**src/rtl/bin_loader_if.sv**
```systemverilog
// Bus between a BIN paper-tape frame source / memory and the loader.
//   master : tape reader + memory side (drives frames and mem_finished)
//   slave  : bin_loader (accepts frames, issues writes, reports status)
interface bin_loader_if;
  logic [7:0]  frame_data;
  logic        frame_valid;
  logic        frame_ready;
  logic        write_enable;
  logic [11:0] address;
  logic [11:0] write_data;
  logic        mem_finished;
  logic [11:0] start_pc;
  logic [12:0] words_loaded;
  logic        load_done;
  logic        load_error;

  modport master (
    output frame_data, frame_valid, mem_finished,
    input  frame_ready, write_enable, address, write_data,
           start_pc, words_loaded, load_done, load_error
  );

  modport slave (
    input  frame_data, frame_valid, mem_finished,
    output frame_ready, write_enable, address, write_data,
           start_pc, words_loaded, load_done, load_error
  );
endinterface

```
**src/rtl/bin_loader.sv**
```systemverilog
// BIN paper-tape loader: assembles 12-bit words from pairs of 6-bit frames,
// handles origin pairs, and writes data words to memory with a handshake.
// Ports:
//   i_clk    : system clock, all state changes on rising edge
//   i_reset  : synchronous active-high reset
//   io_bus   : bin_loader_if.slave (frames in, memory write out, status out)
module bin_loader #(
  parameter logic [11:0] DEFAULT_ORIGIN = 12'o0200,
  parameter int unsigned MAX_WAIT       = 64
) (
  input  logic        i_clk,
  input  logic        i_reset,
  bin_loader_if.slave io_bus
);

  localparam int unsigned CNT_W = $clog2(MAX_WAIT + 1);

  typedef enum logic [2:0] {
    LEADER = 3'd0,
    HIGH   = 3'd1,
    LOW    = 3'd2,
    WRITE  = 3'd3,
    DONE   = 3'd4,
    ERROR  = 3'd5
  } state_t;

  state_t           r_state;
  logic [6:0]       r_high;          // origin marker + payload of the high frame
  logic             r_frame_ready;
  logic             r_write_enable;
  logic [11:0]      r_address;
  logic [11:0]      r_write_data;
  logic [11:0]      r_start_pc;
  logic [12:0]      r_words_loaded;
  logic             r_load_done;
  logic             r_load_error;
  logic             r_origin_seen;
  logic [CNT_W-1:0] r_wait_cnt;

  logic        w_take;
  logic [11:0] w_word;

  assign w_take = io_bus.frame_valid & r_frame_ready;
  assign w_word = {r_high[5:0], io_bus.frame_data[5:0]};

  // Loader FSM with registered outputs
  always_ff @(posedge i_clk) begin
    if (i_reset) begin
      r_state        <= LEADER;
      r_high         <= 7'd0;
      r_frame_ready  <= 1'b1;
      r_write_enable <= 1'b0;
      r_address      <= DEFAULT_ORIGIN;
      r_write_data   <= 12'd0;
      r_start_pc     <= DEFAULT_ORIGIN;
      r_words_loaded <= 13'd0;
      r_load_done    <= 1'b0;
      r_load_error   <= 1'b0;
      r_origin_seen  <= 1'b0;
      r_wait_cnt     <= '0;
    end else begin
      case (r_state)
        LEADER: begin
          // leader frames are skipped; first non-leader frame is a high frame
          if (w_take && !io_bus.frame_data[7]) begin
            r_high  <= io_bus.frame_data[6:0];
            r_state <= LOW;
          end
        end
        HIGH: begin
          if (w_take) begin
            if (io_bus.frame_data[7]) begin
              r_state       <= DONE;
              r_frame_ready <= 1'b0;
              r_load_done   <= 1'b1;
            end else begin
              r_high  <= io_bus.frame_data[6:0];
              r_state <= LOW;
            end
          end
        end
        LOW: begin
          if (w_take) begin
            if (io_bus.frame_data[7] || io_bus.frame_data[6]) begin
              r_state       <= ERROR;
              r_frame_ready <= 1'b0;
              r_load_error  <= 1'b1;
            end else if (r_high[6]) begin
              // origin pair: relocate, no memory write
              r_address <= w_word;
              if (!r_origin_seen) begin
                r_start_pc    <= w_word;
                r_origin_seen <= 1'b1;
              end
              r_state <= HIGH;
            end else begin
              r_write_data   <= w_word;
              r_write_enable <= 1'b1;
              r_wait_cnt     <= '0;
              r_frame_ready  <= 1'b0;
              r_state        <= WRITE;
            end
          end
        end
        WRITE: begin
          if (io_bus.mem_finished) begin
            r_write_enable <= 1'b0;
            r_address      <= r_address + 12'd1;
            if (r_words_loaded != 13'h1FFF) begin
              r_words_loaded <= r_words_loaded + 13'd1;
            end
            r_frame_ready <= 1'b1;
            r_state       <= HIGH;
          end else if (r_wait_cnt == CNT_W'(MAX_WAIT - 1)) begin
            r_write_enable <= 1'b0;
            r_load_error   <= 1'b1;
            r_state        <= ERROR;
          end else begin
            r_wait_cnt <= r_wait_cnt + CNT_W'(1);
          end
        end
        DONE, ERROR: begin
          r_frame_ready  <= 1'b0;
          r_write_enable <= 1'b0;
        end
        default: begin
          r_state        <= ERROR;
          r_frame_ready  <= 1'b0;
          r_write_enable <= 1'b0;
          r_load_error   <= 1'b1;
        end
      endcase
    end
  end

  assign io_bus.frame_ready  = r_frame_ready;
  assign io_bus.write_enable = r_write_enable;
  assign io_bus.address      = r_address;
  assign io_bus.write_data   = r_write_data;
  assign io_bus.start_pc     = r_start_pc;
  assign io_bus.words_loaded = r_words_loaded;
  assign io_bus.load_done    = r_load_done;
  assign io_bus.load_error   = r_load_error;

endmodule
```
**src/flat_wrapper.sv**
```systemverilog
// flat-port wrapper written by rule: the top's interface ports become plain ports
module bin_loader_flat 
#(
  parameter logic [11:0] DEFAULT_ORIGIN = 12'o0200,
  parameter int unsigned MAX_WAIT       = 64
)
  (i_clk, i_reset, io_bus_frame_data, io_bus_frame_valid, io_bus_mem_finished, io_bus_frame_ready, io_bus_write_enable, io_bus_address, io_bus_write_data, io_bus_start_pc, io_bus_words_loaded, io_bus_load_done, io_bus_load_error);
  bin_loader_if io_bus_i ();
  input  logic i_clk;
  input  logic i_reset;
  input wire logic [$bits(io_bus_i.frame_data)-1:0] io_bus_frame_data;
  input wire logic [$bits(io_bus_i.frame_valid)-1:0] io_bus_frame_valid;
  input wire logic [$bits(io_bus_i.mem_finished)-1:0] io_bus_mem_finished;
  output wire logic [$bits(io_bus_i.frame_ready)-1:0] io_bus_frame_ready;
  output wire logic [$bits(io_bus_i.write_enable)-1:0] io_bus_write_enable;
  output wire logic [$bits(io_bus_i.address)-1:0] io_bus_address;
  output wire logic [$bits(io_bus_i.write_data)-1:0] io_bus_write_data;
  output wire logic [$bits(io_bus_i.start_pc)-1:0] io_bus_start_pc;
  output wire logic [$bits(io_bus_i.words_loaded)-1:0] io_bus_words_loaded;
  output wire logic [$bits(io_bus_i.load_done)-1:0] io_bus_load_done;
  output wire logic [$bits(io_bus_i.load_error)-1:0] io_bus_load_error;
  assign io_bus_i.frame_data = io_bus_frame_data;
  assign io_bus_i.frame_valid = io_bus_frame_valid;
  assign io_bus_i.mem_finished = io_bus_mem_finished;
  assign io_bus_frame_ready = io_bus_i.frame_ready;
  assign io_bus_write_enable = io_bus_i.write_enable;
  assign io_bus_address = io_bus_i.address;
  assign io_bus_write_data = io_bus_i.write_data;
  assign io_bus_start_pc = io_bus_i.start_pc;
  assign io_bus_words_loaded = io_bus_i.words_loaded;
  assign io_bus_load_done = io_bus_i.load_done;
  assign io_bus_load_error = io_bus_i.load_error;
  bin_loader #(.DEFAULT_ORIGIN(DEFAULT_ORIGIN), .MAX_WAIT(MAX_WAIT)) u_core (.i_clk(i_clk), .i_reset(i_reset), .io_bus(io_bus_i));
endmodule
```
**config.mk**
```make
export PLATFORM = sky130hd
export DESIGN_NAME = bin_loader_flat
export DESIGN_NICKNAME = d
export VERILOG_FILES = /design/src/rtl/bin_loader_if.sv /design/src/rtl/bin_loader.sv /design/src/flat_wrapper.sv
export SDC_FILE = /design/constraint.sdc
export NUM_CORES = 1
export LEC_CHECK = 0
export CAP_MARGIN = 0
export CORE_ASPECT_RATIO = 0.8
export CORE_UTILIZATION = 45
export DETAILED_ROUTE_END_ITERATION = 10
export PLACE_DENSITY = 0.68
export REMOVE_ABC_BUFFERS = 1
export SLEW_MARGIN = 10
export SYNTH_ARGS = -nofsm -noshare
export SYNTH_HDL_FRONTEND = slang
export SYNTH_SLANG_ARGS = --single-unit
export TNS_END_PERCENT = 100
```
**constraint.sdc**
```tcl
create_clock -name i_clk -period 2.6 [get_ports i_clk]
set_clock_uncertainty 0.05 [all_clocks]
set_input_delay 0.78 -clock i_clk [delete_from_list [all_inputs] [get_ports i_clk]]
set_output_delay 0.78 -clock i_clk [all_outputs]
set_load 0.005 [all_outputs]
```
Word level (Yosys, flattened, before mapping)
Cells that the tools add are included.

operators by class
  mux-type cells = 42
  reductions and logical operators = 21
  bitwise operators = 8
  $add $sub $neg = 3
  eq/ne operators = 22

operators with widths
  cell                                                              count
  7-bit two-way mux                                                 8
  12-bit two-way mux                                                4
  7-bit one-hot mux with 2 select lines                             2
  5-bit AND reduction                                               5
  12-bit one-hot mux with 2 select lines                            1
  3-bit two-way mux                                                 7
  1-bit two-way mux                                                 15
  3-bit one-hot mux with 5 select lines                             1
  2-bit != test (second input constant)                             7
  13-bit by 1-bit adder with 13-bit output (second input constant)  1
  13-bit != test (second input constant)                            1
  12-bit by 1-bit adder with 12-bit output (second input constant)  1
  2-bit by 1-bit != test with 1-bit output (second input constant)  6
  4-bit AND reduction                                               3
  6-bit AND reduction                                               2
  7-bit by 1-bit adder with 7-bit output (second input constant)    1
  7-bit by 6-bit == test with 1-bit output (second input constant)  1
  1-bit inverter                                                    7
  3-bit by 2-bit == test with 1-bit output (second input constant)  2
  3-bit == test (second input constant)                             2
  1-bit one-hot mux with 3 select lines                             2
  3-bit AND reduction                                               2
  1-bit one-hot mux with 4 select lines                             1
  2-bit nonzero test                                                2
  other kinds (11)                                                  12

storage, ports and cells
  register bits = 71
  logic and storage cells = 108
  bits of input ports = 12
  output and inout bits = 53

Longest topological paths before layout
Gate-level depths: netlist of run 1.

  depth in word-level cells = 4
  gate-level depth with buffers = 6
  gate-level depth less buffers = 5

Worst setup path after synthesis of run 1
OpenSTA, ideal clock, no wires.

  path kind = in2reg
  from = input io_bus_frame_data[6]
  to = register u_core.r_start_pc[7] (netlist: u_core.io_bus.start_pc[7])
  required time = 2.421 ns
  path buffers = 1
  arrival time = 2.141 ns
  cell stages on the path = 5
  slack = 0.280 ns
  setup time = 0.129 ns
  path through = or3b_1 > nor4_2 > buf_4 > mux2i_1 > nand2_1

on the way
  word-level cells in the longest chain between the ends = 3

RTL lines
  element                        RTL line            source
  start, declared                flat_wrapper.sv:11  input wire logic [$bits(io_bus_i.frame_data)-1:0] io_bus_frame_data;
  1-bit logical OR               bin_loader.sv:84    if (io_bus.frame_data[7] || io_bus.frame_data[6]) begin
  1-bit inverter (no line)       -
  5-bit AND reduction (no line)  -
  end signal, assigned           bin_loader.sv:92    r_start_pc <= w_word;
  end, declared                  bin_loader.sv:33    logic [11:0] r_start_pc;

No other way between the ends.
A chain may end at the register's enable or synchronous reset.

Worst setup path after layout of run 1
  from = input io_bus_mem_finished
  to = register u_core.r_words_loaded[9] (netlist: u_core.io_bus.words_loaded[9])

on the way
  word-level cells in the longest chain between the ends = 1

RTL lines
  element                        RTL line            source
  start, declared                flat_wrapper.sv:13  input wire logic [$bits(io_bus_i.mem_finished)-1:0] io_bus_mem_finished;
  3-bit AND reduction (no line)  -
  end signal, assigned           bin_loader.sv:110   r_words_loaded <= r_words_loaded + 13'd1;
  end, declared                  bin_loader.sv:34    logic [12:0] r_words_loaded;

No other way between the ends.

==> flow_summary.json, run 1 <==
{
  "outcome": "finished, violations left",
  "violations": "design-rule violations",
  "hpwlAfterDp_um": 6400,
  "hold_violations": 0,
  "cts.clk_slew.worst_paths_ns": 0.08,
  "place.detailed.instances": 555,
  "dr.pass1.iters": 8,
  "worst_r2r_endpoint": "u_core.io_bus.words_loaded[9]",
  "ys.warnings.count": 0,
  "worst_ep_required_time_ns": 2.84,
  "setup_repair_after_global_routing_missed_its_margin": "no",
  "grt_overflow": 0,
  "hold_buffers_post_cts": 0,
  "worst_setup_path_start_kind": "input port",
  "fillCellCount": 629,
  "final_core_utilization": 0.633,
  "timing.rr.start": "u_core.r_state[1]",
  "timing.fmax_mhz": 417,
  "final_common_cell": "dfxtp_1",
  "avgRoutedWirePerCell_um": 16.4,
  "synth-compound-area-share": 0.201,
  "synth_top_family_by_area": "simple AND/OR/NAND/NOR gates",
  "synth_xor_area_frac": 0,
  "drt_iter0_markers": 242,
  "synth_fa_ha_area_frac": 0.0113,
  "gpl.final_weighted_congestion": 0.852,
  "chipWidth_um": 98.2,
  "final_cell_mix": "dfxtp_1 (71), clkdlybuf4s50_1 (63), nand2_1 (50)",
  "synth.lib_cells_used.distinct": 57,
  "portion_of_netlist_area_occupied_by_mux_cells": 0.0601,
  "synthesis.area_um2": 3330,
  "synth_enable_flop_cells": 0,
  "start_util": 0.474,
  "antenna_violations_before_repair": 0,
  "report.final.slew_viol_count": 0,
  "area_growth_pct": 33.4,
  "cts_tree": "yes",
  "grt_start_max_net_pins": 37,
  "yosys_register_bits": 71,
  "antenna-diode-count": 0,
  "clock_path_buffers": 2,
  "worst_hold_startpoint": "u_core.r_wait_cnt[6]",
  "drive_above_1_share": 0.107,
  "syn-mean-instance-area_um2": 8.37,
  "power.share.switching": 0.245,
  "first_global_vias": 3070,
  "critical_path.startpoint": "io_bus_mem_finished",
  "setup-violations-final": 0,
  "r2r_cells": 4,
  "postCtsSetupBuffers": 0,
  "gr-usage-all-layers": 0.249,
  "drt.antenna.violating_nets": 0,
  "synth_area_leaders": "dfxtp_1 (43%), a21oi_1 (6.2%), mux2i_1 (6.0%)",
  "cts.repair.resized": 0,
  "fin_cells": 571,
  "comb_power_share": 0.083,
  "remaining_drc_errors": 4,
  "hold_ws_ns": 0.398,
  "seq_power_share": 0.487,
  "place.port_buffers": 64,
  "worst_min_path_class": "reg2reg",
  "min_to": "u_core.r_wait_cnt[6]",
  "row_count": 27,
  "die_h_um": 79.0,
  "insertion_delay_of_the_later_clocked_pin_in_the_worst_skew_pair_ns": 0.36,
  "min_period_ns": 2.40,
  "postSynth.asyncResetShare": 0,
  "timing.critical_path.to_type": "register",
  "leak_pwr_nw": 1.56,
  "postPlaceCellArea_um2": 4220,
  "grt_pass1_wl_um": 15200,
  "critical_setup_path_kind": "in2reg",
  "final_min_period_over_clock_period": 0.922,
  "largest_voltage_drop_on_the_vdd_net_v": 0.000304,
  "design.core.area_um2": 7030,
  "top_reg_cell_synth": "dfxtp_1",
  "p_per_area_nw_per_um2": 523,
  "clock_sink_count": 71,
  "synth.top_cell.area_share": 0.426,
  "synth.yosys.seq_area_share": 0.426,
  "routed_wl_um": 9350,
  "yosys.area.top_type": "dfxtp_1",
  "regToRegSetupSlack_ns": 0.41,
  "top_fanout_value_on_the_critical_path": 7,
  "hold_path_depth": 2,
  "yosys.area_share.simple": 0.263,
  "cts.root.buffer_cell": "clkbuf_8",
  "design_area_um2": 4450,
  "fp.dieArea_um2": 7760,
  "relSlewSlack": 0.567,
  "worst-slew-pin-transition_ns": 0.645,
  "finalNetCount": 494,
  "synth_cells": 398,
  "arrival_ns": 2.63,
  "clockPowerShare": 0.430,
  "top_level_ports": 65,
  "p_int_w": 0.00176,
  "power.net_switching_w": 0.000569,
  "max-cap-violations": 0,
  "route.vias.total": 3325,
  "cts_inserted_buffers": 9,
  "vias_per_cell": 5.82,
  "h-tree-depth": 3
}
==> flip-flops by register name (all words and copies together), names as in the netlist, 3 cells and up <==
name,cells
u_core.io_bus.start_pc,12
u_core.io_bus.address,12
u_core.r_wait_cnt,7
u_core.io_bus.words_loaded,13
u_core.r_high,7
u_core.r_state,3
u_core.io_bus.write_data,12
==> cells by family after synthesis <==
logic type                 after synthesis
DFF                                     71
buffers and inverters                   30
AOI/OAI and AO/OA                      106
muxes                                   20
adders and majority gates                3
and+or+nand+nor                        168
==> cell type report <==
class	instances	area, µm²	area share
clock buffers	11	141	0.0318
clock inverters	5	81.3	0.0183
inverters	8	30.0	0.00675
multi-input cells	297	1790	0.403
flip-flops and latches	71	1420	0.320
well taps	87	109	0.0245
repair buffers	92	871	0.196
==> synth_stat cells, types with 3 or more instances <==
cell	instances
a21oi_1	41
a22oi_1	6
a311oi_1	4
a31oi_1	3
and2_1	6
and3_1	5
and4_1	3
buf_2	3
clkbuf_1	16
dfxtp_1	71
ha_1	3
inv_1	8
mux2i_1	20
nand2_1	50
nand3_1	13
nand3b_1	3
nand4_1	6
nor2_1	36
nor2b_1	4
nor3_1	8
nor4_1	6
o211ai_1	4
o21ai_0	20
o31ai_1	8
or3_1	4
or4_1	8
==> power groups by stage <==
stage,Sequential (W),Combinational (W),Clock [W]
after floorplan,0.00115,0.0000890,0
after global placement,0.00116,0.000189,0
after detailed placement,0.00116,0.000190,0
after CTS,0.00113,0.000191,0.00102
after global routing,0.00114,0.000212,0.00107
final,0.00113,0.000193,0.00100
==> metrics by stage <==
stage               power (W)  worst slack [ns]  setup TNS [ns]
detailed placement    0.00135            -0.141           -2.01
CTS                   0.00235             0.208               0
floorplan             0.00124            -0.243           -2.66
global route          0.00242             0.127               0
global placement      0.00135            -0.111           -1.62
finish                0.00233             0.204               0
==> critical path: stages <==
cell and delay, ns:
clkdlybuf4s50_1 0.52, nand4b_4 0.13, or3_1 0.50, or4_1 0.53, a21oi_1 0.16
==> layer usage <==
layer  track usage  wire [µm]  vias up
met1         0.345       4490     1556
met4        0.0866        192        0
met5             0          0        -
met3        0.0731        717       17
met2         0.370       3950      124
li1              -          -     1628
==> worst max-delay path by stage <==
stage | end | slack, ns | depth (start not counted)
after floorplan | u_core.io_bus.start_pc[7] | -0.24 | 4
after global placement | u_core.io_bus.start_pc[0] | -0.11 | 6
after detailed placement | u_core.io_bus.words_loaded[9] | -0.14 | 5
after CTS | u_core.io_bus.words_loaded[5] | 0.21 | 5
after global routing | u_core.io_bus.words_loaded[9] | 0.13 | 5
final | u_core.io_bus.words_loaded[9] | 0.20 | 5
Power figures use the tool's default switching activity.
==> run 2, diff against run 1 <==
--- a/config.mk
+++ b/config.mk
@@ -8,6 +8,7 @@
 export CAP_MARGIN = 0
 export CORE_ASPECT_RATIO = 0.8
 export CORE_UTILIZATION = 45
+export CTS_CLUSTER_SIZE = 14
 export DETAILED_ROUTE_END_ITERATION = 10
 export PLACE_DENSITY = 0.68
 export REMOVE_ABC_BUFFERS = 1
==> results of run 2 <==
Final layout, timing and power as in run 1 (identical DEF).
==> run 3, diff against run 2 <==
--- a/config.mk
+++ b/config.mk
@@ -12,6 +12,7 @@
 export DETAILED_ROUTE_END_ITERATION = 10
 export PLACE_DENSITY = 0.68
 export REMOVE_ABC_BUFFERS = 1
+export SKIP_LAST_GASP = 1
 export SLEW_MARGIN = 10
 export SYNTH_ARGS = -nofsm -noshare
 export SYNTH_HDL_FRONTEND = slang
==> results of run 3 <==
Final layout, timing and power as in run 1 (identical DEF).
==> RTL change: new RTL, settings of run 2 <==
`MAX_WAIT` is set to 64 in 2 places; all go to 128.
--- a/src/rtl/bin_loader.sv
+++ b/src/rtl/bin_loader.sv
@@ -6,7 +6,7 @@
 //   io_bus   : bin_loader_if.slave (frames in, memory write out, status out)
 module bin_loader #(
   parameter logic [11:0] DEFAULT_ORIGIN = 12'o0200,
-  parameter int unsigned MAX_WAIT       = 64
+  parameter int unsigned MAX_WAIT       = 128
 ) (
   input  logic        i_clk,
   input  logic        i_reset,
--- a/src/flat_wrapper.sv
+++ b/src/flat_wrapper.sv
@@ -2,7 +2,7 @@
 module bin_loader_flat 
 #(
   parameter logic [11:0] DEFAULT_ORIGIN = 12'o0200,
-  parameter int unsigned MAX_WAIT       = 64
+  parameter int unsigned MAX_WAIT       = 128
 )
   (i_clk, i_reset, io_bus_frame_data, io_bus_frame_valid, io_bus_mem_finished, io_bus_frame_ready, io_bus_write_enable, io_bus_address, io_bus_write_data, io_bus_start_pc, io_bus_words_loaded, io_bus_load_done, io_bus_load_error);
   bin_loader_if io_bus_i ();
Check against the original RTL: same outputs for any inputs over 4 cycles, from zero or initial values and one cycle with i_reset high; that may be too few to reach the edited logic, so the function may still have changed.
==> RTL change against run 2 <==
- first-iteration DRC count is 36% lower
- power is 3.6% lower
- setup slack worse by 0.011 ns
- wire length is 3.2% lower
- area after synthesis is 4.7% higher
- clock power is 11% lower
- final area is 3.7% higher
- sequential cell count is 1 higher
- combinational power is 4% higher
- non-clock buffer count stayed put
- global-route usage is 1.9 points lower
==> RTL change: results (changes against run 2) <==
** Status
- Result of the run :: finished clean

** Finish
- Clock tree buffer count of the final layout :: 10 (-1)
- The number of non-filler instances in the completed layout was 592 (+3.7%).
- The register fraction of the total cell area was 0.313 (-0.00702).
- The total number of multi-input combinational cells was 296 (-0.34%).
- The clock tree cell share of total cell area was 0.0426 (-0.00748).
- Fraction of final layout cells sized beyond drive strength 1 :: 0.115 (+0.00755)
- Cell area after layout :: 0.00461 mm2 (+3.7%)
- Share of cell area taken by multi-input logic gates :: 0.418 (+0.0152)

** Place
- The half-perimeter wire length after placement is 6300 um (-1.5%).
- Post-Place Cell Area :: 0.00441 mm2 (+4.5%)

** Routing
- DR WL/cell :: 15.3 um (-6.7%)
- The mean number of vias per cell is 5.61 (-3.7%).
- Detailed Routing Iterations Pass 1 :: 5 (-3)
- Initial detailed-routing violation count :: 155 (-36%)

** Setup path
- Worst reg2reg setup slack :: 0.49 ns (+0.08 ns)
- Launch instance of the worst register-to-register path :: u_core.r_state[0]$_SDFFE_PP0P_
- Worst reg2reg endpoint :: u_core.io_bus.address[7]$_SDFFE_PP1P_
- The critical path arrival is 2.59 ns (-0.04 ns).

** Yosys
- The mean cell area of the mapped netlist was 8.71 um2 (+3.9%).
- Register area share after synthesis :: 0.413 (-0.0135)
- Synth top cells by count :: sky130_fd_sc_hd__dfxtp_1 (72), sky130_fd_sc_hd__nor2_1 (46), sky130_fd_sc_hd__mux2i_1 (38)
- Top post-synthesis cells by area :: sky130_fd_sc_hd__dfxtp_1 (41%), sky130_fd_sc_hd__mux2i_1 (11%), sky130_fd_sc_hd__nor2_1 (4.9%)

** Timing
- Setup WS post-layout :: 0.193 ns (-0.0112 ns)

** Pwr
- Total leakage power :: 1.69 nW (+8.5%)

** Min path
- The startpoint identified for the worst hold timing path is u_core.r_origin_seen$_SDFFE_PP0P_.

** Global routing
- The wire length of the first global-routing pass is 14700 um (-3.1%).

** CTS
- The number of sinks handled by clock tree synthesis is 72 (+1.4%).
RTL change: cell types whose count changed in the layout (fill, tap and decap cells not counted), sizes merged, moves of 5 or more:
cell          run 2  this run
nand2            50        21
mux2i            20        38
a21oi            41        27
nor2             36        46
nor3              9        14
or3               4         9
RTL change: cell families after synthesis:
kind of cell    share of synthesized area
flops                               0.413
fa+ha+maj                          0.0108
buf+inv                            0.0369
mux                                 0.115
simple gates                        0.248
compound gates                      0.176
RTL change: critical path, delay by kind of cell:
kind,cells,cell delay [ns]
AOI/OAI and AO/OA,3,0.89
buffers and inverters,2,0.64
muxes,1,0.27
RTL change: layer usage:
metal	share of wire	routed length [um]	GRT usage	up-vias
li1	-	-	-	1664
met1	0.49	4430	0.311	1560
met2	0.46	4160	0.375	88
met3	0.041	374	0.0448	9
met4	0.0090	81	0.0681	0
met5	0	0	0	-
RTL change: where the power goes:
| part | switching, mW | internal (mW) |
|---|---|---|
| sequential | 0.0287 | 1.12 |
| combinational | 0.106 | 0.0948 |
| clock | 0.445 | 0.449 |
